$ cat src/rtl/sig_cmn_axi_pkg.sv
// ---------------------------------------------------------------------------
// sig_cmn_axi_pkg
// Shared definitions for the AXI read-channel register slice:
//   - default widths for the AR/R payload fields
//   - helper that sizes the outstanding-burst counter
//   - state encoding used by every two-entry skid buffer
// No ports (package).
// ---------------------------------------------------------------------------
package sig_cmn_axi_pkg;

    localparam int AXI_ADDR_WIDTH_DEF      = 52;
    localparam int AXI_RD_ID_WIDTH_DEF     = 8;
    localparam int AXI_DATA_WIDTH_DEF      = 512;
    localparam int AXI_USER_REQ_WIDTH_DEF  = 16;
    localparam int AXI_USER_DATA_WIDTH_DEF = 16;
    localparam int MAX_OUTSTANDING_DEF     = 16;

    // Fixed-width AR fields: len(8) size(3) burst(2) lock(2) cache(4) prot(3) qos(4) region(4)
    localparam int AR_FIXED_BITS = 30;

    // Fixed-width R fields: resp(2) last(1)
    localparam int R_FIXED_BITS = 3;

    // Counter must be able to hold the value MAX itself, hence MAX+1 codes.
    function automatic int outstandingWidth(input int maxOutstanding);
        return $clog2(maxOutstanding + 1);
    endfunction

    typedef enum logic [1:0] {
        SKID_EMPTY = 2'd0,
        SKID_ONE   = 2'd1,
        SKID_FULL  = 2'd2
    } skid_state_e;

endpackage

$ cat src/rtl/sig_cmn_axi_skid.sv
// ---------------------------------------------------------------------------
// sig_cmn_axi_skid
// Two-entry (main + skid) register slice with full throughput and a
// registered ready toward the source.
// Ports:
//   i_clk, i_rst          clock, synchronous active-high reset
//   i_valid/o_ready       source-side handshake (o_ready is a flop)
//   i_data                payload from the source
//   o_valid/i_ready       sink-side handshake
//   o_data                payload to the sink (always the main entry)
// ---------------------------------------------------------------------------
module sig_cmn_axi_skid
    import sig_cmn_axi_pkg::*;
#(
    parameter int WIDTH = 8
) (
    input  logic             i_clk,
    input  logic             i_rst,
    input  logic             i_valid,
    output logic             o_ready,
    input  logic [WIDTH-1:0] i_data,
    output logic             o_valid,
    input  logic             i_ready,
    output logic [WIDTH-1:0] o_data
);

    skid_state_e      r_state;
    skid_state_e      w_nextState;
    logic             r_srcReady;
    logic [WIDTH-1:0] r_main;
    logic [WIDTH-1:0] r_skid;
    logic             w_accept;
    logic             w_drain;

    assign w_accept = i_valid && o_ready;
    assign w_drain  = o_valid && i_ready;

    // State register. Ready toward the source is precomputed from the next
    // state so it never depends combinationally on the sink's ready.
    always_ff @(posedge i_clk) begin
        if (i_rst) begin
            r_state    <= SKID_EMPTY;
            r_srcReady <= 1'b0;
        end else begin
            r_state    <= w_nextState;
            r_srcReady <= (w_nextState != SKID_FULL);
        end
    end

    // Next-state logic. FULL never sees an accept because ready is low there.
    always_comb begin
        w_nextState = r_state;
        case (r_state)
            SKID_EMPTY: begin
                if (w_accept) w_nextState = SKID_ONE;
            end
            SKID_ONE: begin
                if (w_accept && !w_drain)      w_nextState = SKID_FULL;
                else if (!w_accept && w_drain) w_nextState = SKID_EMPTY;
            end
            SKID_FULL: begin
                if (w_drain) w_nextState = SKID_ONE;
            end
            default: w_nextState = SKID_EMPTY;
        endcase
    end

    // Outputs. Reset forces both handshake signals low immediately so that
    // nothing can complete in the cycle reset is raised.
    always_comb begin
        o_valid = (r_state != SKID_EMPTY) && !i_rst;
        o_ready = r_srcReady && !i_rst;
        o_data  = r_main;
    end

    // Payload storage, intentionally unreset. The main entry takes fresh
    // data when it is empty or being drained; the skid entry only catches
    // the beat that arrives while the main entry is stalled.
    always_ff @(posedge i_clk) begin
        case (r_state)
            SKID_EMPTY: begin
                if (w_accept) r_main <= i_data;
            end
            SKID_ONE: begin
                if (w_accept && w_drain) r_main <= i_data;
                else if (w_accept)       r_skid <= i_data;
            end
            SKID_FULL: begin
                if (w_drain) r_main <= r_skid;
            end
            default: ;
        endcase
    end

endmodule

$ cat src/rtl/sig_cmn_axi_rd_slice.sv
// ---------------------------------------------------------------------------
// sig_cmn_axi_rd_slice
// AXI read-channel register slice between the simulation side and a
// downstream AXI stage. AR and R each pass through a two-entry skid buffer;
// AR issue is throttled by an outstanding-burst counter.
// Ports:
//   aclk, areset                      clock, synchronous active-high reset
//   ar*_in, arvalid_in/arready_in     AR request from the sim side
//   ar*_out, arvalid_out/arready_out  AR request to downstream
//   r*_out, rvalid_out/rready_out     R beats from downstream
//   r*_in, rvalid_in/rready_in        R beats to the sim side
//   rd_outstanding                    bursts issued and not yet completed
//   err_underflow                     sticky: rlast seen with none outstanding
// ---------------------------------------------------------------------------
module sig_cmn_axi_rd_slice
    import sig_cmn_axi_pkg::*;
#(
    parameter int AXI_ADDR_WIDTH      = AXI_ADDR_WIDTH_DEF,
    parameter int AXI_RD_ID_WIDTH     = AXI_RD_ID_WIDTH_DEF,
    parameter int AXI_DATA_WIDTH      = AXI_DATA_WIDTH_DEF,
    parameter int AXI_USER_REQ_WIDTH  = AXI_USER_REQ_WIDTH_DEF,
    parameter int AXI_USER_DATA_WIDTH = AXI_USER_DATA_WIDTH_DEF,
    parameter int MAX_OUTSTANDING     = MAX_OUTSTANDING_DEF
) (
    input  logic                                         aclk,
    input  logic                                         areset,

    input  logic [AXI_RD_ID_WIDTH-1:0]                   arid_in,
    input  logic [AXI_ADDR_WIDTH-1:0]                    araddr_in,
    input  logic [7:0]                                   arlen_in,
    input  logic [2:0]                                   arsize_in,
    input  logic [1:0]                                   arburst_in,
    input  logic [1:0]                                   arlock_in,
    input  logic [3:0]                                   arcache_in,
    input  logic [2:0]                                   arprot_in,
    input  logic [3:0]                                   arqos_in,
    input  logic [3:0]                                   arregion_in,
    input  logic [AXI_USER_REQ_WIDTH-1:0]                aruser_in,
    input  logic                                         arvalid_in,
    output logic                                         arready_in,

    output logic [AXI_RD_ID_WIDTH-1:0]                   arid_out,
    output logic [AXI_ADDR_WIDTH-1:0]                    araddr_out,
    output logic [7:0]                                   arlen_out,
    output logic [2:0]                                   arsize_out,
    output logic [1:0]                                   arburst_out,
    output logic [1:0]                                   arlock_out,
    output logic [3:0]                                   arcache_out,
    output logic [2:0]                                   arprot_out,
    output logic [3:0]                                   arqos_out,
    output logic [3:0]                                   arregion_out,
    output logic [AXI_USER_REQ_WIDTH-1:0]                aruser_out,
    output logic                                         arvalid_out,
    input  logic                                         arready_out,

    input  logic [AXI_DATA_WIDTH-1:0]                    rdata_out,
    input  logic [AXI_RD_ID_WIDTH-1:0]                   rid_out,
    input  logic [1:0]                                   rresp_out,
    input  logic                                         rlast_out,
    input  logic [AXI_USER_DATA_WIDTH-1:0]               ruser_out,
    input  logic                                         rvalid_out,
    output logic                                         rready_out,

    output logic [AXI_DATA_WIDTH-1:0]                    rdata_in,
    output logic [AXI_RD_ID_WIDTH-1:0]                   rid_in,
    output logic [1:0]                                   rresp_in,
    output logic                                         rlast_in,
    output logic [AXI_USER_DATA_WIDTH-1:0]               ruser_in,
    output logic                                         rvalid_in,
    input  logic                                         rready_in,

    output logic [outstandingWidth(MAX_OUTSTANDING)-1:0] rd_outstanding,
    output logic                                         err_underflow
);

    localparam int CNT_W = outstandingWidth(MAX_OUTSTANDING);
    localparam int AR_W  = AXI_RD_ID_WIDTH + AXI_ADDR_WIDTH + AR_FIXED_BITS + AXI_USER_REQ_WIDTH;
    localparam int R_W   = AXI_RD_ID_WIDTH + AXI_DATA_WIDTH + R_FIXED_BITS + AXI_USER_DATA_WIDTH;
    localparam logic [CNT_W-1:0] MAX_CNT = CNT_W'(MAX_OUTSTANDING);

    logic [AR_W-1:0]  w_arIn;
    logic [AR_W-1:0]  w_arOut;
    logic [R_W-1:0]   w_rIn;
    logic [R_W-1:0]   w_rOut;
    logic             w_arMainValid;
    logic             w_arCanIssue;
    logic             w_arFire;
    logic             w_rLastFire;
    logic [CNT_W-1:0] r_outstanding;
    logic             r_errUnderflow;

    assign w_arIn = {arid_in, araddr_in, arlen_in, arsize_in, arburst_in, arlock_in,
                     arcache_in, arprot_in, arqos_in, arregion_in, aruser_in};
    assign {arid_out, araddr_out, arlen_out, arsize_out, arburst_out, arlock_out,
            arcache_out, arprot_out, arqos_out, arregion_out, aruser_out} = w_arOut;

    assign w_rIn = {rid_out, rdata_out, rresp_out, rlast_out, ruser_out};
    assign {rid_in, rdata_in, rresp_in, rlast_in, ruser_in} = w_rOut;

    // At the burst limit the AR entry is hidden from downstream and the
    // slice sees no ready, so it simply holds its contents.
    assign w_arCanIssue = (r_outstanding < MAX_CNT);
    assign arvalid_out  = w_arMainValid && w_arCanIssue;

    sig_cmn_axi_skid #(
        .WIDTH (AR_W)
    ) u_arSkid (
        .i_clk   (aclk),
        .i_rst   (areset),
        .i_valid (arvalid_in),
        .o_ready (arready_in),
        .i_data  (w_arIn),
        .o_valid (w_arMainValid),
        .i_ready (arready_out && w_arCanIssue),
        .o_data  (w_arOut)
    );

    sig_cmn_axi_skid #(
        .WIDTH (R_W)
    ) u_rSkid (
        .i_clk   (aclk),
        .i_rst   (areset),
        .i_valid (rvalid_out),
        .o_ready (rready_out),
        .i_data  (w_rIn),
        .o_valid (rvalid_in),
        .i_ready (rready_in),
        .o_data  (w_rOut)
    );

    assign w_arFire    = arvalid_out && arready_out;
    assign w_rLastFire = rvalid_in && rready_in && rlast_in;

    // Outstanding-burst tracking. An issue and a completion in the same
    // cycle cancel. A completion with nothing outstanding is a protocol
    // error: the count saturates at zero and the sticky flag records it.
    always_ff @(posedge aclk) begin
        if (areset) begin
            r_outstanding  <= '0;
            r_errUnderflow <= 1'b0;
        end else if (w_arFire && !w_rLastFire) begin
            r_outstanding <= r_outstanding + CNT_W'(1);
        end else if (!w_arFire && w_rLastFire) begin
            if (r_outstanding == '0) r_errUnderflow <= 1'b1;
            else                     r_outstanding  <= r_outstanding - CNT_W'(1);
        end
    end

    assign rd_outstanding = areset ? '0 : r_outstanding;
    assign err_underflow  = r_errUnderflow && !areset;

endmodule

$ cat config.mk
export PLATFORM = sky130hd
export DESIGN_NAME = sig_cmn_axi_rd_slice
export DESIGN_NICKNAME = d
export VERILOG_FILES = /design/src/rtl/sig_cmn_axi_pkg.sv /design/src/rtl/sig_cmn_axi_skid.sv /design/src/rtl/sig_cmn_axi_rd_slice.sv
export SDC_FILE = /design/constraint.sdc
export NUM_CORES = 1
export LEC_CHECK = 0
export CORE_AREA = 3 3 512 514
export CTS_CLUSTER_DIAMETER = 50
export CTS_CLUSTER_SIZE = 25
export DETAILED_ROUTE_END_ITERATION = 16
export DIE_AREA = 0 0 515 517
export GPL_TIMING_DRIVEN = 1
export PLACE_DENSITY_LB_ADDON = 0.1
export SLEW_MARGIN = 20
export SYNTH_ARGS = -nofsm -noshare
export SYNTH_HDL_FRONTEND = slang
export SYNTH_SLANG_ARGS = --single-unit
$ cat constraint.sdc
create_clock -name aclk -period 101.6 [get_ports aclk]
set_clock_uncertainty 0.2 [all_clocks]
set_input_delay 15.24 -clock aclk [delete_from_list [all_inputs] [get_ports aclk]]
set_output_delay 15.24 -clock aclk [all_outputs]
set_load 0.01 [all_outputs]
# After elaboration in Yosys (flattened, before gate mapping)

Cells that the tools add are included.

Bits in registers: 1302
Bits of input ports: 651
Output and inout port bits: 655

Add/sub/neg operators: 2
$lt $le $gt $ge: 1
Eq/ne operators: 13
Multiplexer cells: 22
Bitwise gates (word level): 3
Reductions and logical operators: 42

Operators by type and width:

| kind                                                               | number |
|---|---|
| 539-bit 2-to-1 mux                                                 | 3 |
| 539-bit case mux with 3 select lines                               | 1 |
| 106-bit 2-to-1 mux                                                 | 3 |
| 106-bit case mux with 3 select lines                               | 1 |
| 1-bit logical AND                                                  | 21 |
| 5-bit 2-to-1 mux                                                   | 4 |
| 2-bit 2-to-1 mux                                                   | 8 |
| 2-bit by 1-bit != test with 1-bit output, second input constant    | 6 |
| 2-bit case mux with 3 select lines                                 | 2 |
| 3-bit AND reduction                                                | 3 |
| 4-bit AND reduction                                                | 2 |
| 1-bit logical NOT                                                  | 7 |
| 2-bit != test, second input constant                               | 3 |
| 2-bit nonzero test                                                 | 3 |
| 3-bit nonzero test                                                 | 2 |
| 5-bit by 1-bit adder with 5-bit output, second input constant      | 1 |
| 5-bit logical NOT                                                  | 1 |
| 5-bit less-than comparator, second input constant                  | 1 |
| 5-bit by 1-bit subtractor with 5-bit output, second input constant | 1 |
| 2-bit by 1-bit == test with 1-bit output, second input constant    | 2 |
| 2-bit == test, second input constant                               | 2 |
| 2-bit logical NOT                                                  | 2 |
| 1-bit inverter                                                     | 3 |
| 2-bit AND reduction                                                | 1 |

# Depth between registers and ports, before layout

Depth in word-level cells: 9
Mapped depth: 10

# Cells and area by module

Synthesis repeated with hierarchy kept, for this count alone.

Cells, all modules: 3471
Area, all modules: 47645.7 sq um

By module, submodules not included:

| module                      | times used | cells each | area an instance (sq um) | sequential area each (sq um) |
|---|---|---|---|---|
| sig_cmn_axi_skid (u_rSkid)  | 1          | 2838       | 39247.6                  | 32431.1 |
| sig_cmn_axi_skid (u_arSkid) | 1          | 576        | 7893.8                   | 6426.2 |
| sig_cmn_axi_rd_slice        | 1          | 57         | 504.2                    | 120.1 |

# Worst setup path after synthesis

OpenSTA, ideal clock, no wires.

Kind: input-to-reg
From: in areset
To: reg u_rSkid.r_skid[0], enable pin
Setup time: 2.944 ns
Data arrival time: 70.391 ns
Data required time: 98.456 ns
Path slack: 28.064 ns
Stages on the path: 2
Path buffers: 1
Path through: clkbuf_1 -> nor4b_1

Cells in the longest elaborated chain, start to end: 6
Elaborated cells on any way between the ends: 8

RTL lines:

| what                                 | RTL line                                       | RTL |
|---|---|---|
| start, declared                      | sig_cmn_axi_rd_slice.sv:26                     | `input logic areset,` |
| 1-bit logical NOT (*)                | sig_cmn_axi_skid.sv:71, sig_cmn_axi_skid.sv:72 |  |
| 1-bit logical AND (on tied branches) | sig_cmn_axi_skid.sv:72, sig_cmn_axi_skid.sv:71 |  |
| 1-bit logical AND (on tied branches) | sig_cmn_axi_skid.sv:35, sig_cmn_axi_skid.sv:36 |  |
| 1-bit logical AND                    | sig_cmn_axi_skid.sv:85                         | `if (w_accept && w_drain) r_main <= i_data;` |
| 1-bit inverter (no line)             | --                                             |  |
| 3-bit AND reduction (no line) (*)    | --                                             |  |
| end signal, assigned                 | sig_cmn_axi_skid.sv:86                         | `else if (w_accept) r_skid <= i_data;` |
| end, declared                        | sig_cmn_axi_skid.sv:31                         | `logic [WIDTH-1:0] r_skid;` |

Mark *: on every way between the ends. The rest lies on a longest branch, timed or not.
A chain may end at the register's enable or synchronous reset.

# Worst setup path in the final report

From: in areset
To: out arvalid_out

Cells in the longest elaborated chain, start to end: 3

RTL lines:

| what              | RTL line                    | RTL |
|---|---|---|
| 1-bit logical NOT | sig_cmn_axi_skid.sv:71      | `o_valid = (r_state != SKID_EMPTY) && !i_rst;` |
| 1-bit logical AND | sig_cmn_axi_skid.sv:71      |  |
| 1-bit logical AND | sig_cmn_axi_rd_slice.sv:103 | `assign arvalid_out = w_arMainValid && w_arCanIssue;` |
| end, declared     | sig_cmn_axi_rd_slice.sv:53  | `output logic arvalid_out,` |

No other way between the ends.

==> results.json <==
{
  "final_common_cell": "clkdlybuf4s50_1",
  "post_cts_resized": 0,
  "drv_cap": 0,
  "holdCritStartpoint": "u_rSkid.r_skid[126]",
  "synth-seq-cells": 1302,
  "slew_viol_final": 0,
  "port_buffers": 1305,
  "final_cell_mix": "1,305 x clkdlybuf4s50_1, 1,290 x edfxtp_1, 589 x mux2_2",
  "cts.clk_slew.worst_paths_ns": 0.06,
  "core_um2": 257000,
  "grt_max_degree": 149,
  "power.density_nw_per_um2": 20.2,
  "drc": 0,
  "end_kind": "output port",
  "synth-edff-count": 1290,
  "clockBufferDepth": 4,
  "setup_viol": 0,
  "yosys_warnings": 0,
  "area_growth_pct": 50.6,
  "clkPwrFrac_pct": 51.6,
  "synth_async_sr_flop_share_pct": 0,
  "max_freq_mhz": 31.1,
  "route.vias.total": 26400,
  "finalHoldViolations": 0,
  "worstReg2RegStart": "u_rSkid.r_state[1]",
  "startpoint_type": "input pin",
  "nFillCells": 25700,
  "finalSetupTns_ns": 0,
  "grt_pass1_vias": 27500,
  "swShare_pct": 22.5,
  "grt.total_usage_pct": 12.9,
  "fp.dieW_um": 515,
  "gp_congestion": 0.753,
  "internal_power_w": 0.00113,
  "synth_cells": 2112,
  "yosysTopAreaCell": "edfxtp_1",
  "routed_wl_mm": 180,
  "worst-path-max-fanout": 22,
  "dpl_worst_slack_ns": 69.42,
  "ys_types": 36,
  "synth_top_area_share_pct": 81.0,
  "drive_gt1_share_pct": 27.6,
  "rsz0062_at_grt": "no",
  "p_seq_share_pct": 42.2,
  "criticalPathCategory": "input pin to output port",
  "finalCritPeriodShare_pct": 31.7,
  "cp_cell_sequence": "clkdlybuf4s50_1 -> buf_4 -> nor2_1 -> and2_1 -> clkdlybuf4s50_1",
  "drt_iter0_markers": 1355,
  "dr.pass1.iters": 4,
  "synth_flop_cell": "edfxtp_1",
  "synthesis.nets": 2770,
  "p_leak_nw": 23.3,
  "critPathRequiredTime_ns": 86.16,
  "setup_ws_ns": 69.42,
  "outcome": "finished clean",
  "hold_buffers": 0,
  "critPathMaxStageDelay_ns": 0.50,
  "netlist_area_um2": 47800,
  "overflow": 0,
  "dpl.hpwl_mm": 129,
  "crit_path_top_delay_cell": "clkdlybuf4s50_1",
  "startpoint": "areset",
  "grt_pass1_wl_mm": 240,
  "synth_area_per_cell_um2": 22.6,
  "die-height_um": 517,
  "antenna_found_initial": 115,
  "ioPinCount": 1306,
  "hold_class": "flip-flop to flip-flop",
  "clk_latency_ns": 0.84,
  "slew_headroom_pct": 26.1,
  "combinationalPowerShare_pct": 6.3,
  "cp.arrival_ns": 16.74,
  "num_rows": 186,
  "ir_drop_v": 0.0000137,
  "dieArea_um2": 266000,
  "cts_tree": "built",
  "cts_buffers": 219,
  "viasPerCell": 3.69,
  "postCtsSetupBuffers": 0,
  "root_buffer": "clkbuf_16",
  "final.min_clock_period_ns": 32.18,
  "initial_utilization_pct": 18.6,
  "crit_path_frequent_cell": "clkdlybuf4s50_1",
  "cts_max_level": 4,
  "ys_seq_area_share_pct": 81.5,
  "route.antenna.remaining_nets": 0,
  "tightest_slew_ns": 1.11,
  "p_sw_w": 0.000327,
  "routedWlPerCell_um": 25.1,
  "ys_top_cells_by_area": "edfxtp_1 81%, mux2_2 14%, mux2_4 1.6%",
  "cts_sinks": 1302,
  "fin_nets": 4251
}
[sequential cells by signal (all words and copies together), names as in the netlist]
name and flops:
r_errUnderflow 1, r_outstanding 5, u_arSkid.o_data 106, u_arSkid.r_skid 106, u_arSkid.r_srcReady 1, u_arSkid.r_state 2
u_rSkid.o_data 539, u_rSkid.r_skid 539, u_rSkid.r_srcReady 1, u_rSkid.r_state 2
[path summary, 6_finish.rpt]
kind,cells past startpoint,slack [ns],endpoint
setup / recovery,5,69.42,arvalid_out
hold / removal,1,0.27,u_rSkid.o_data[126]
setup reg to reg,6,96.62,u_rSkid.o_data[265]
hold reg to reg,1,0.27,u_rSkid.o_data[126]
[synth_stat cells, drive strengths merged, types with 3 or more instances]
cell / number
nand2: 7
xnor2: 3
nor2b: 8
edfxtp: 1290
a21oi: 12
nor3: 3
nand3b: 3
mux2: 645
nand3: 4
clkbuf: 3
ha: 6
inv: 8
buf: 72
nor2: 17
dfxtp: 12
[critical path: cells and delay by family]
family                 cells  cell delay (ns)
buffers and inverters      3             1.27
and+or+nand+nor            2             0.23
[layout make-up]
type / instances / area, um^2 / share of cell area, %
repair buffers: 1335 / 13400 / 18.5
diodes: 15 / 37.5 / 0.0521
inverters: 8 / 30.0 / 0.0417
flip-flops and latches: 1302 / 39000 / 54.1
clock inverters: 161 / 1760 / 2.44
well taps: 3384 / 4230 / 5.88
clock buffers: 234 / 5580 / 7.75
multi-input cells: 727 / 8020 / 11.1
[through the flow]
stage	std cells	util (%)	hold slack [ns]	area [um^2]	power (W)
2_1_floorplan	2112	-	0.229	47800	0.000664
3_3_place_gp	6756	25.1	0.312	64600	0.000716
3_5_place_dp	6756	25.1	0.320	64600	0.000716
4_1_cts	7151	28.0	0.273	71900	0.00148
5_1_grt	7155	28.0	0.291	72000	0.00151
6_report	7166	28.0	0.272	72000	0.00145
[power groups by stage]
stage / Sequential, W / Combinational, W / Clock [W]
5_1_grt: 0.000613 / 0.0000978 / 0.000800
4_1_cts: 0.000612 / 0.0000939 / 0.000777
3_5_place_dp: 0.000623 / 0.0000932 / 0
3_3_place_gp: 0.000623 / 0.0000933 / 0
6_report: 0.000612 / 0.0000910 / 0.000749
2_1_floorplan: 0.000642 / 0.0000221 / 0
[cell families after synthesis]
| kind of cell | synth area share [%] |
|---|---|
| flops | 81.5 |
| xor+xnor | 0.0733 |
| simple gates | 0.516 |
| mux | 15.6 |
| fa+ha+maj | 0.199 |
| compound gates | 0.290 |
| buf+inv | 1.80 |
[metal layers]
metal | vias to the layer above | share of wire, % | GRT usage [%]
met5 | - | 0.32 | 0
met4 | 88 | 2.7 | 3.59
met3 | 434 | 13 | 7.71
met2 | 1205 | 48 | 21.7
met1 | 13100 | 36 | 13.6
li1 | 11600 | - | -
Power figures use the tool's default switching activity.
